File: src/rtl/oc_bc_csr_responder_pkg.sv
// Shared definitions for the byte-channel CSR responder: command and status
// byte values, error-pulse bit positions and the responder FSM state type.
package oclib_bc_csr_pkg;

   localparam logic [7:0] CmdNop   = 8'h00;
   localparam logic [7:0] CmdRead  = 8'h01;
   localparam logic [7:0] CmdWrite = 8'h02;

   localparam logic [7:0] StatusOk       = 8'h00;
   localparam logic [7:0] StatusTimeout  = 8'h01;
   localparam logic [7:0] StatusCsrError = 8'h02;
   localparam logic [7:0] StatusBadCmd   = 8'h03;

   localparam int ErrBadCmd     = 0;
   localparam int ErrRxTimeout  = 1;
   localparam int ErrCsrTimeout = 2;

   typedef enum logic [2:0] {
      ST_IDLE      = 3'd0,
      ST_RX_ADDR   = 3'd1,
      ST_RX_DATA   = 3'd2,
      ST_CSR_REQ   = 3'd3,
      ST_TX_STATUS = 3'd4,
      ST_TX_DATA   = 3'd5
   } bc_state_e;

endpackage

File: src/rtl/oc_bc_csr_responder_if.sv
// Byte-channel request/response streams plus the CSR bus, bundled so the
// responder and its neighbours connect through one port.
// slave  : the responder (consumes requests, drives the CSR bus)
// master : the controller / CSR target side
interface oc_bc_csr_responder_if;

   logic [7:0]  bcInData;
   logic        bcInValid;
   logic        bcInReady;
   logic [7:0]  bcOutData;
   logic        bcOutValid;
   logic        bcOutReady;
   logic [31:0] csrAddress;
   logic [31:0] csrWdata;
   logic        csrRead;
   logic        csrWrite;
   logic [31:0] csrRdata;
   logic        csrReady;
   logic        csrError;

   modport slave (
      input  bcInData, bcInValid, bcOutReady, csrRdata, csrReady, csrError,
      output bcInReady, bcOutData, bcOutValid, csrAddress, csrWdata, csrRead, csrWrite
   );

   modport master (
      output bcInData, bcInValid, bcOutReady, csrRdata, csrReady, csrError,
      input  bcInReady, bcOutData, bcOutValid, csrAddress, csrWdata, csrRead, csrWrite
   );

endinterface

File: src/rtl/oc_bc_csr_responder.sv
// Register-access endpoint: turns byte-channel request frames into 32-bit
// CSR reads/writes and streams a status (+ read data) frame back.
//
// state        | meaning
// -------------+-------------------------------------------------------------
// ST_IDLE      | waiting for a command byte; 0x00 is swallowed for resync
// ST_RX_ADDR   | shifting in 4 address bytes, MSB first
// ST_RX_DATA   | shifting in 4 write-data bytes (writes only)
// ST_CSR_REQ   | strobe held on the CSR bus until csrReady or timeout
// ST_TX_STATUS | presenting the status byte
// ST_TX_DATA   | presenting rdata bytes 31:24 down to 7:0 (OK reads only)
module oc_bc_csr_responder
   import oclib_bc_csr_pkg::*;
#(
   parameter int CsrTimeoutCycles = 1024,
   parameter int RxTimeoutCycles  = 100_000
) (
   input  logic                 clock,
   input  logic                 reset,
   oc_bc_csr_responder_if.slave bc,
   output logic [2:0]           error
);

   localparam int CsrCntW = $clog2(CsrTimeoutCycles + 1);
   localparam int RxCntW  = $clog2(RxTimeoutCycles + 1);
   localparam logic [CsrCntW-1:0] CsrLoad = CsrCntW'(CsrTimeoutCycles);
   localparam logic [RxCntW-1:0]  RxLoad  = RxCntW'(RxTimeoutCycles);

   bc_state_e          r_state,     w_nx_state;
   logic               r_in_ready,  w_nx_in_ready;
   logic               r_is_write,  w_nx_is_write;
   logic [1:0]         r_byte_cnt,  w_nx_byte_cnt;
   logic [31:0]        r_addr,      w_nx_addr;
   logic [31:0]        r_wdata,     w_nx_wdata;
   logic [31:0]        r_rdata,     w_nx_rdata;
   logic [7:0]         r_status,    w_nx_status;
   logic               r_csr_read,  w_nx_csr_read;
   logic               r_csr_write, w_nx_csr_write;
   logic [2:0]         r_error,     w_nx_error;
   logic [CsrCntW-1:0] r_csr_tmr,   w_nx_csr_tmr;
   logic [RxCntW-1:0]  r_rx_tmr,    w_nx_rx_tmr;

   logic       w_in_fire;
   logic       w_out_valid;
   logic       w_out_fire;
   logic [7:0] w_tx_byte;
   logic [7:0] w_out_data;

   // bcInReady is registered so it stays low through reset and rises one
   // clock after release; it always agrees with the receive states after that.
   assign w_in_fire   = bc.bcInValid & r_in_ready;
   assign w_out_valid = (r_state == ST_TX_STATUS) || (r_state == ST_TX_DATA);
   assign w_out_fire  = w_out_valid & bc.bcOutReady;
   // byte count 0 selects rdata[31:24], 3 selects rdata[7:0]
   assign w_tx_byte   = 8'(r_rdata >> {~r_byte_cnt, 3'b000});
   assign w_out_data  = (r_state == ST_TX_STATUS) ? r_status :
                        (r_state == ST_TX_DATA)   ? w_tx_byte : 8'h00;

   // Next-state and next-register values for the frame parser / responder.
   always_comb begin
      w_nx_state     = r_state;
      w_nx_is_write  = r_is_write;
      w_nx_byte_cnt  = r_byte_cnt;
      w_nx_addr      = r_addr;
      w_nx_wdata     = r_wdata;
      w_nx_rdata     = r_rdata;
      w_nx_status    = r_status;
      w_nx_csr_read  = r_csr_read;
      w_nx_csr_write = r_csr_write;
      w_nx_error     = 3'b000;
      w_nx_csr_tmr   = r_csr_tmr;
      w_nx_rx_tmr    = r_rx_tmr;

      case (r_state)
         ST_IDLE: begin
            if (w_in_fire) begin
               case (bc.bcInData)
                  CmdNop: begin
                  end
                  CmdRead, CmdWrite: begin
                     w_nx_is_write = (bc.bcInData == CmdWrite);
                     w_nx_byte_cnt = 2'd0;
                     w_nx_rx_tmr   = RxLoad;
                     w_nx_state    = ST_RX_ADDR;
                  end
                  default: begin
                     w_nx_error[ErrBadCmd] = 1'b1;
                     w_nx_status           = StatusBadCmd;
                     w_nx_state            = ST_TX_STATUS;
                  end
               endcase
            end
         end

         ST_RX_ADDR, ST_RX_DATA: begin
            if (w_in_fire) begin
               if (r_state == ST_RX_ADDR) w_nx_addr  = {r_addr[23:0], bc.bcInData};
               else                       w_nx_wdata = {r_wdata[23:0], bc.bcInData};
               w_nx_byte_cnt = r_byte_cnt + 2'd1;
               w_nx_rx_tmr   = RxLoad;
               if (r_byte_cnt == 2'd3) begin
                  if (r_state == ST_RX_ADDR && r_is_write) begin
                     w_nx_state = ST_RX_DATA;
                  end else begin
                     w_nx_csr_read  = ~r_is_write;
                     w_nx_csr_write = r_is_write;
                     w_nx_csr_tmr   = CsrLoad;
                     w_nx_state     = ST_CSR_REQ;
                  end
               end
            end else if (r_rx_tmr <= RxCntW'(1)) begin
               // partial frame abandoned: no response is owed
               w_nx_error[ErrRxTimeout] = 1'b1;
               w_nx_state               = ST_IDLE;
            end else begin
               w_nx_rx_tmr = r_rx_tmr - RxCntW'(1);
            end
         end

         ST_CSR_REQ: begin
            // csrReady takes priority over an expiring timer
            if (bc.csrReady) begin
               w_nx_csr_read  = 1'b0;
               w_nx_csr_write = 1'b0;
               w_nx_rdata     = bc.csrRdata;
               w_nx_status    = bc.csrError ? StatusCsrError : StatusOk;
               w_nx_state     = ST_TX_STATUS;
            end else if (r_csr_tmr <= CsrCntW'(1)) begin
               w_nx_csr_read             = 1'b0;
               w_nx_csr_write            = 1'b0;
               w_nx_error[ErrCsrTimeout] = 1'b1;
               w_nx_status               = StatusTimeout;
               w_nx_state                = ST_TX_STATUS;
            end else begin
               w_nx_csr_tmr = r_csr_tmr - CsrCntW'(1);
            end
         end

         ST_TX_STATUS: begin
            if (w_out_fire) begin
               if (!r_is_write && r_status == StatusOk) begin
                  w_nx_byte_cnt = 2'd0;
                  w_nx_state    = ST_TX_DATA;
               end else begin
                  w_nx_state = ST_IDLE;
               end
            end
         end

         ST_TX_DATA: begin
            if (w_out_fire) begin
               w_nx_byte_cnt = r_byte_cnt + 2'd1;
               if (r_byte_cnt == 2'd3) w_nx_state = ST_IDLE;
            end
         end

         default: begin
            w_nx_state = ST_IDLE;
         end
      endcase

      w_nx_in_ready = (w_nx_state == ST_IDLE) || (w_nx_state == ST_RX_ADDR) ||
                      (w_nx_state == ST_RX_DATA);
   end

   // State and datapath registers; reset aborts any frame or response at once.
   always_ff @(posedge clock or negedge reset) begin
      if (!reset) begin
         r_state     <= ST_IDLE;
         r_in_ready  <= 1'b0;
         r_is_write  <= 1'b0;
         r_byte_cnt  <= 2'd0;
         r_addr      <= 32'h0;
         r_wdata     <= 32'h0;
         r_rdata     <= 32'h0;
         r_status    <= 8'h00;
         r_csr_read  <= 1'b0;
         r_csr_write <= 1'b0;
         r_error     <= 3'b000;
         r_csr_tmr   <= '0;
         r_rx_tmr    <= '0;
      end else begin
         r_state     <= w_nx_state;
         r_in_ready  <= w_nx_in_ready;
         r_is_write  <= w_nx_is_write;
         r_byte_cnt  <= w_nx_byte_cnt;
         r_addr      <= w_nx_addr;
         r_wdata     <= w_nx_wdata;
         r_rdata     <= w_nx_rdata;
         r_status    <= w_nx_status;
         r_csr_read  <= w_nx_csr_read;
         r_csr_write <= w_nx_csr_write;
         r_error     <= w_nx_error;
         r_csr_tmr   <= w_nx_csr_tmr;
         r_rx_tmr    <= w_nx_rx_tmr;
      end
   end

   assign bc.bcInReady  = r_in_ready;
   assign bc.bcOutValid = w_out_valid;
   assign bc.bcOutData  = w_out_data;
   assign bc.csrAddress = r_addr;
   assign bc.csrWdata   = r_wdata;
   assign bc.csrRead    = r_csr_read;
   assign bc.csrWrite   = r_csr_write;
   assign error         = r_error;

endmodule

File: src/flat_wrapper.sv
// flat-port wrapper written by rule: the top's interface ports become plain ports
module oc_bc_csr_responder_flat import oclib_bc_csr_pkg::*;
#(
   parameter int CsrTimeoutCycles = 1024,
   parameter int RxTimeoutCycles  = 100_000
)
  (clock, reset, error, bc_bcInData, bc_bcInValid, bc_bcOutReady, bc_csrRdata, bc_csrReady, bc_csrError, bc_bcInReady, bc_bcOutData, bc_bcOutValid, bc_csrAddress, bc_csrWdata, bc_csrRead, bc_csrWrite);
  oc_bc_csr_responder_if bc_i ();
  input  logic clock;
  input  logic reset;
  output logic [2:0] error;
  input wire logic [$bits(bc_i.bcInData)-1:0] bc_bcInData;
  input wire logic [$bits(bc_i.bcInValid)-1:0] bc_bcInValid;
  input wire logic [$bits(bc_i.bcOutReady)-1:0] bc_bcOutReady;
  input wire logic [$bits(bc_i.csrRdata)-1:0] bc_csrRdata;
  input wire logic [$bits(bc_i.csrReady)-1:0] bc_csrReady;
  input wire logic [$bits(bc_i.csrError)-1:0] bc_csrError;
  output wire logic [$bits(bc_i.bcInReady)-1:0] bc_bcInReady;
  output wire logic [$bits(bc_i.bcOutData)-1:0] bc_bcOutData;
  output wire logic [$bits(bc_i.bcOutValid)-1:0] bc_bcOutValid;
  output wire logic [$bits(bc_i.csrAddress)-1:0] bc_csrAddress;
  output wire logic [$bits(bc_i.csrWdata)-1:0] bc_csrWdata;
  output wire logic [$bits(bc_i.csrRead)-1:0] bc_csrRead;
  output wire logic [$bits(bc_i.csrWrite)-1:0] bc_csrWrite;
  assign bc_i.bcInData = bc_bcInData;
  assign bc_i.bcInValid = bc_bcInValid;
  assign bc_i.bcOutReady = bc_bcOutReady;
  assign bc_i.csrRdata = bc_csrRdata;
  assign bc_i.csrReady = bc_csrReady;
  assign bc_i.csrError = bc_csrError;
  assign bc_bcInReady = bc_i.bcInReady;
  assign bc_bcOutData = bc_i.bcOutData;
  assign bc_bcOutValid = bc_i.bcOutValid;
  assign bc_csrAddress = bc_i.csrAddress;
  assign bc_csrWdata = bc_i.csrWdata;
  assign bc_csrRead = bc_i.csrRead;
  assign bc_csrWrite = bc_i.csrWrite;
  oc_bc_csr_responder #(.CsrTimeoutCycles(CsrTimeoutCycles), .RxTimeoutCycles(RxTimeoutCycles)) u_core (.clock(clock), .reset(reset), .bc(bc_i), .error(error));
endmodule
File: config.mk
export PLATFORM = sky130hd
export DESIGN_NAME = oc_bc_csr_responder_flat
export DESIGN_NICKNAME = d
export VERILOG_FILES = /design/src/rtl/oc_bc_csr_responder_pkg.sv /design/src/rtl/oc_bc_csr_responder_if.sv /design/src/rtl/oc_bc_csr_responder.sv /design/src/flat_wrapper.sv
export SDC_FILE = /design/constraint.sdc
export NUM_CORES = 1
export LEC_CHECK = 0
export ABC_AREA = 1
export BUFFER_PORTS_ARGS = -buffer_cell sky130_fd_sc_hd__buf_2
export CORE_MARGIN = 2
export CORE_UTILIZATION = 55
export CTS_CLUSTER_SIZE = 14
export DETAILED_ROUTE_END_ITERATION = 7
export PLACE_DENSITY_LB_ADDON = 0.1
export SETUP_SLACK_MARGIN = 0.02
export SYNTH_ARGS = -nofsm -noshare
export SYNTH_HDL_FRONTEND = slang
export SYNTH_SLANG_ARGS = --single-unit
File: constraint.sdc
create_clock -name clock -period 1.7 [get_ports clock]
set_input_delay 0.085 -clock clock [delete_from_list [all_inputs] [get_ports clock]]
set_output_delay 0.085 -clock clock [all_outputs]
set_load 0.02 [all_outputs]
**Word-level counts from Yosys, hierarchy flattened**

Cells that the tools add are included.

- Flip-flop bits (word level): 144
- Input port bits: 46
- Output and inout port bits: 79
- Logic and storage cells: 131

- Add/subtract/negate cells: 3
- Magnitude comparators: 2
- Eq/ne operators: 23
- Shift operators: 1
- Muxes and demuxes: 58
- Bitwise logic cells: 5
- Reduce and logical (&&, ||, !) cells: 26

Operators with widths:

| cell | number |
|---|---|
| 17-bit two-way mux | 4 |
| 11-bit two-way mux | 5 |
| 8-bit two-way mux | 6 |
| 17-bit one-hot mux with 2 select lines | 1 |
| 32-bit by 5-bit right shift with 8-bit output | 1 |
| 3-bit two-way mux | 10 |
| 11-bit one-hot mux with 2 select lines | 1 |
| 1-bit two-way mux | 18 |
| 17-bit by 1-bit less-or-equal comparator with 1-bit output, second input constant | 1 |
| 17-bit by 1-bit subtractor with 17-bit output, second input constant | 1 |
| 8-bit logical NOT | 2 |
| 8-bit one-hot mux with 2 select lines | 1 |
| 3-bit one-hot mux with 5 select lines | 1 |
| 2-bit two-way mux | 7 |
| 2-bit inequality test, second input constant | 6 |
| 11-bit by 1-bit less-or-equal comparator with 1-bit output, second input constant | 1 |
| 11-bit by 1-bit subtractor with 11-bit output, second input constant | 1 |
| 2-bit by 1-bit inequality test with 1-bit output, second input constant | 5 |
| 3-bit by 2-bit equality test with 1-bit output, second input constant | 3 |
| 3-bit AND reduction | 3 |
| 8-bit by 1-bit equality test with 1-bit output, second input constant | 1 |
| 8-bit by 2-bit equality test with 1-bit output, second input constant | 1 |
| 2-bit one-hot mux with 4 select lines | 1 |
| 4-bit AND reduction | 2 |
| 22 further kinds | 35 |

**Depth between registers and ports, before layout**

- Word-level depth: 9
- Gate-level depth with buffers: 11
- Mapped depth without buffers: 10

**Worst setup path after synthesis**

OpenSTA, ideal clock, no wires.

- Kind: flip-flop to flip-flop
- From: reg u_core.r_in_ready, in the netlist u_core.bc.bcInReady
- To: reg u_core.r_rx_tmr[0]
- Library setup time: 0.117 ns
- Data arrival time: 1.428 ns
- Required time: 1.583 ns
- Slack: 0.155 ns
- Cell stages (with the launch flop): 9
- Path buffers: 1
- Clock period less this slack: 1.545 ns
- Path through: dfrtp_1 -> nand2_2 -> nor3_2 -> a21oi_4 -> inv_4 -> nand2_8 -> buf_8 -> nand2_1 -> nand2_1

- Cells in the longest elaborated chain, start to end: 3
- Elaborated cells on any way between the ends: 6
- Those cells by class: eq/ne: 2; mux: 2; bitwise: 1; reduce/logical: 1

Ends and longest elaborated chain:

| element | RTL line | text |
|---|---|---|
| start: declaration | oc_bc_csr_responder.sv:30 | `logic r_in_ready, w_nx_in_ready;` |
| start signal: assignment | oc_bc_csr_responder.sv:184 | `r_in_ready <= w_nx_in_ready;` |
| 1-bit bitwise AND * | oc_bc_csr_responder.sv:51 | `assign w_in_fire = bc.bcInValid & r_in_ready;` |
| 3-bit by 2-bit inequality test with 1-bit output (no source line) (tied with other cells) | -- |  |
| 4-bit AND reduction (no source line) / 17-bit one-hot mux with 2 select lines (equally long branches) | -- |  |
| end signal: assignment | oc_bc_csr_responder.sv:195 | `r_rx_tmr <= w_nx_rx_tmr;` |
| end: declaration | oc_bc_csr_responder.sv:41 | `logic [RxCntW-1:0] r_rx_tmr, w_nx_rx_tmr;` |

Every way passes the cells marked *; elsewhere a longest branch is shown, timed or not.
A chain may end at the register's enable or synchronous reset.

**Worst setup path after layout**

- From: reg u_core.r_byte_cnt[0]
- To: out bc_bcOutData[6]

- Cells in the longest elaborated chain, start to end: 4

Ends and longest elaborated chain:

| element | RTL line | text |
|---|---|---|
| start: declaration | oc_bc_csr_responder.sv:32 | `logic [1:0] r_byte_cnt, w_nx_byte_cnt;` |
| start signal: assignment | oc_bc_csr_responder.sv:186 | `r_byte_cnt <= w_nx_byte_cnt;` |
| 2-bit inverter | oc_bc_csr_responder.sv:55 | `assign w_tx_byte = 8'(r_rdata >> {~r_byte_cnt, 3'b000});` |
| 32-bit by 5-bit right shift with 8-bit output | oc_bc_csr_responder.sv:55 |  |
| 8-bit two-way mux | oc_bc_csr_responder.sv:57 | `(r_state == ST_TX_DATA) ? w_tx_byte : 8'h00;` |
| 8-bit two-way mux | oc_bc_csr_responder.sv:56 | `assign w_out_data = (r_state == ST_TX_STATUS) ? r_status :` |
| end: declaration | flat_wrapper.sv:19 | `output wire logic [$bits(bc_i.bcOutData)-1:0] bc_bcOutData;` |

Every way passes these cells.

==> impl_metrics.py <==
metrics = {
    "power": {
        "pwr-share-comb_pct": 17.9,
        "intPower_w": 0.006733,
        "pwr-share-seq_pct": 38.5,
        "leakage_nw": 4.936,
        "swShare_pct": 27.95,
        "switchingPower_w": 0.002612,
        "p_per_area_nw_per_um2": 1054,
        "clockPowerShare_pct": 43.6,
        "irDropWorstVdd_mv": 0.6964,
    },
    "place": {
        "gp_congestion": 0.9556,
        "numPortBuffers": 124,
        "placed_area_um2": 7561,
        "hpwlAfterDp_mm": 11.09,
    },
    "logic_synthesis": {
        "netlist-cell-type-count": 38,
        "synth_top_family_by_area": "simple AND/OR/NAND/NOR gates",
        "netlist_area_um2": 6699,
        "yosysSeqAreaShare_pct": 51.55,
        "synth_compound_area_share_pct": 6.668,
        "synth_nets": 858,
        "synth_xor_area_share_pct": 1.307,
        "synth_mux_area_share_pct": 5.043,
        "synthSimpleGateAreaFrac_pct": 28.86,
        "ys_seq_elements": 138,
        "ys.flop_type": "dfrtp_1",
        "synth-adder-area-share_pct": 0.9339,
        "async_flop_share_pct": 100.0,
        "yosys_warnings": 0,
        "synth_edf_count": 0,
        "avgSynthCellArea_um2": 8.301,
        "syn_inst": 807,
    },
    "min_path": {
        "hp-start": "bc_csrReady",
        "hp-class": "in2reg",
        "hold_end": "u_core.r_status[1]",
        "min_path_cells": 3,
    },
    "timing": {
        "max_freq_mhz": 583.4,
        "finClkSkew_ns": 0.009482,
        "drv_slew": 0,
        "rsz0062_at_grt": "yes",
        "hold_viol_final": 0,
        "finalCritPeriodShare_pct": 100.8,
        "slew_headroom_pct": 63.66,
        "setup-violations-final": 1,
        "fin_ws_ns": -0.01396,
        "finalSetupTns_ns": -0.01396,
        "min_period_ns": 1.714,
        "worst_pin_slew_ns": 0.5450,
    },
    "worst_setup_path": {
        "crit_required_ns": 1.62,
        "start_kind": "flop",
        "crit-reg2reg-launch": "u_core.r_rx_tmr[11]",
        "timing.rr.end": "u_core.r_rx_tmr[3]",
        "cp-end-kind": "primary output",
        "crit_type": "reg2out",
        "r2r_slack_ns": 0.11,
        "crit_fanout": 18,
        "reg2reg_depth": 9,
        "arrival_ns": 1.63,
    },
    "drt": {
        "vias_per_cell": 5.318,
        "drtIter0Drc": 485,
        "dr.pass1.iters": 5,
        "drt_wl_total_mm": 17.35,
        "postRouteAntennaNets": 0,
        "drc": 0,
        "wl_per_cell_um": 15.02,
        "vias": 6142,
    },
    "final_layout": {
        "syn_to_final_growth_pct": 32.35,
        "antenna_cells": 0,
        "utilization_pct": 74.12,
        "final_area_um2": 8866,
        "drive_above_1_share_pct": 26.59,
        "fillers": 871,
        "fin_nets": 1047,
    },
    "job": {
        "maxCapViolCount": 0,
    },
    "die": {
        "dieArea_um2": 13080,
        "initial_core_util_pct": 56.00,
        "num_io_pins": 125,
        "fp.dieW_um": 114.4,
        "core-area_um2": 11960,
        "die_h_um": 114.4,
        "rows": 40,
    },
    "clock_tree": {
        "cts-htree-levels": 4,
        "clk_pin_slew_ns": 0.06,
        "cts-root-buf": "clkbuf_16",
        "cts_sinks": 138,
        "numCtsBuffers": 17,
        "clock_latency_ns": 0.42,
        "tritoncts": "done",
        "cts_max_path_buffers": 2,
    },
    "global_routing": {
        "grt_pass1_vias": 5907,
        "grt_overflow": 0,
        "antenna_found_initial": 1,
        "grt_use_total_pct": 27.31,
        "grt_pass1_wl_mm": 28.19,
        "grt_start_max_net_pins": 55,
    },
    "run_status": {
        "status": "complete, but fails checks",
        "violations": "setup timing",
    },
}
## synth_stat cells (2+ instances only)
| master | number | area [um2] |
|---|---|---|
| nand2_1 | 266 | 998.5 |
| dfrtp_1 | 138 | 3453 |
| nor2_1 | 101 | 379.1 |
| inv_1 | 55 | 206.5 |
| o21ai_0 | 51 | 255.2 |
| nand3_1 | 44 | 220.2 |
| mux2_2 | 30 | 337.8 |
| a21oi_1 | 23 | 115.1 |
| buf_2 | 15 | 75.07 |
| nand4_1 | 9 | 56.30 |
| xor2_1 | 8 | 70.07 |
| nand2_2 | 7 | 43.79 |
| buf_4 | 5 | 37.54 |
| clkbuf_1 | 5 | 18.77 |
| ha_1 | 5 | 62.56 |
| nand3b_1 | 5 | 37.54 |
| nor2_2 | 4 | 25.02 |
| nor3_1 | 4 | 20.02 |
| inv_2 | 3 | 11.26 |
| nand2_4 | 3 | 33.78 |
| or2_2 | 3 | 18.77 |
| a21oi_4 | 2 | 32.53 |
| clkinv_1 | 2 | 7.510 |
| nand2_8 | 2 | 40.04 |
| nand3_2 | 2 | 20.02 |
| o21ai_1 | 2 | 10.01 |
| xnor2_1 | 2 | 17.52 |
## critical path: stages (launching register included)
cell and delay, ns:
dfrtp_2 0.42, buf_12 0.16, nor2_1 0.06, nor2_1 0.15, o21ai_2 0.09, a21oi_1 0.16
buf_4 0.16
## power groups by stage
stage | Sequential, W | Clock (W) | Combinational [W]
after floorplan | 0.00366 | 0 | 0.00101
after detailed placement | 0.00364 | 0 | 0.00152
after global routing | 0.00362 | 0.00427 | 0.00187
after global placement | 0.00364 | 0 | 0.00150
final | 0.00360 | 0.00407 | 0.00167
after CTS | 0.00359 | 0.00411 | 0.00163
## layout by cell type (no fill, tap or decap), drive strengths merged, types with 5 or more instances in the layout
cell,Yosys,final
nor3,5,5
xor2,8,8
o21ai,53,53
a21oi,26,26
nand3,46,46
nor2,106,106
nand4,9,9
nand3b,5,5
bufinv,0,5
dfrtp,138,138
nand2,278,280
mux2,30,30
dlygate4sd3,0,41
clkbuf,5,21
ha,5,5
buf,21,153
inv,59,60
## cell type report
type	count	area (um2)	share of cell area, %
flip-flops and latches	138	3460	39.02
multi-input cells	584	2982	33.63
repair buffers	194	1355	15.28
clock buffers	21	460.4	5.193
inverters	61	236.5	2.667
clock inverters	10	188.9	2.131
well taps	147	183.9	2.075
## metrics by stage
| step | std cells | setup slack (ns) | total power (W) | hold WS [ns] |
|---|---|---|---|---|
| global placement | 1070 | 0.1415 | 0.005141 | 0.07209 |
| CTS | 1148 | -0.02072 | 0.009335 | 0.0009540 |
| finish | 1155 | -0.01396 | 0.009345 | 0.01987 |
| floorplan | 807 | 0.1552 | 0.004673 | -0.2106 |
| global route | 1155 | -0.1041 | 0.009765 | 0.02309 |
| detailed placement | 1070 | 0.02733 | 0.005164 | 0.07516 |
## flip-flops by register name, summed over array words and instances, names as in the netlist
| name | cells |
|---|---|
| u_core.bc.csrWdata | 32 |
| u_core.r_status | 2 |
| u_core.error | 3 |
| u_core.bc.csrRead | 1 |
| u_core.bc.csrWrite | 1 |
| u_core.r_csr_tmr | 11 |
| u_core.r_state | 3 |
| u_core.r_rdata | 32 |
| u_core.bc.bcInReady | 1 |
| u_core.bc.csrAddress | 32 |
| u_core.r_byte_cnt | 2 |
| u_core.r_rx_tmr | 17 |
| u_core.r_is_write | 1 |
## worst max-delay path by stage
| stage | cells past startpoint | slack, ns | end | startpoint |
|---|---|---|---|---|
| global placement | 9 | 0.14 | u_core.bc.bcInReady | u_core.r_csr_tmr[2] |
| floorplan | 8 | 0.16 | u_core.r_rx_tmr[0] | u_core.bc.bcInReady |
| finish | 6 | -0.01 | bc_bcOutData[6] | u_core.r_byte_cnt[0] |
| CTS | 5 | -0.02 | bc_bcOutData[1] | u_core.r_byte_cnt[0] |
| detailed placement | 9 | 0.03 | u_core.r_rx_tmr[8] | u_core.r_rx_tmr[0] |
| global route | 6 | -0.10 | bc_bcOutData[3] | u_core.r_byte_cnt[0] |
## cells by family (layout without fill, tap and decap cells)
family	count (synthesis)	in the layout
multiplexers	30	30
XOR/XNOR	10	10
AO/OA/AOI/OAI	82	82
flip-flops	138	138
AND/OR/NAND/NOR	455	457
adder cells (fa/ha/maj)	5	5
buffers and inverters	87	286
## repair_timing
action                                  in CTS  in global routing
buffers inserted                             6                  5
hold endpoints to repair                    98                  0
pin swaps                                    1                  9
endpoints found under the setup margin       9                 47
resized for setup                           22                 31
hold buffers                                41                  0
cloned                                       0                  2
## layer usage
layer / vias to the layer above / wire length [um] / global-route usage, %
met1: 2944 / 7194 / 34.24
li1: 2952 / - / -
met3: 26 / 1023 / 6.406
met5: - / 11 / 0
met2: 218 / 8848 / 46.63
met4: 2 / 267 / 9.512
(Power assumes the default switching activity.)
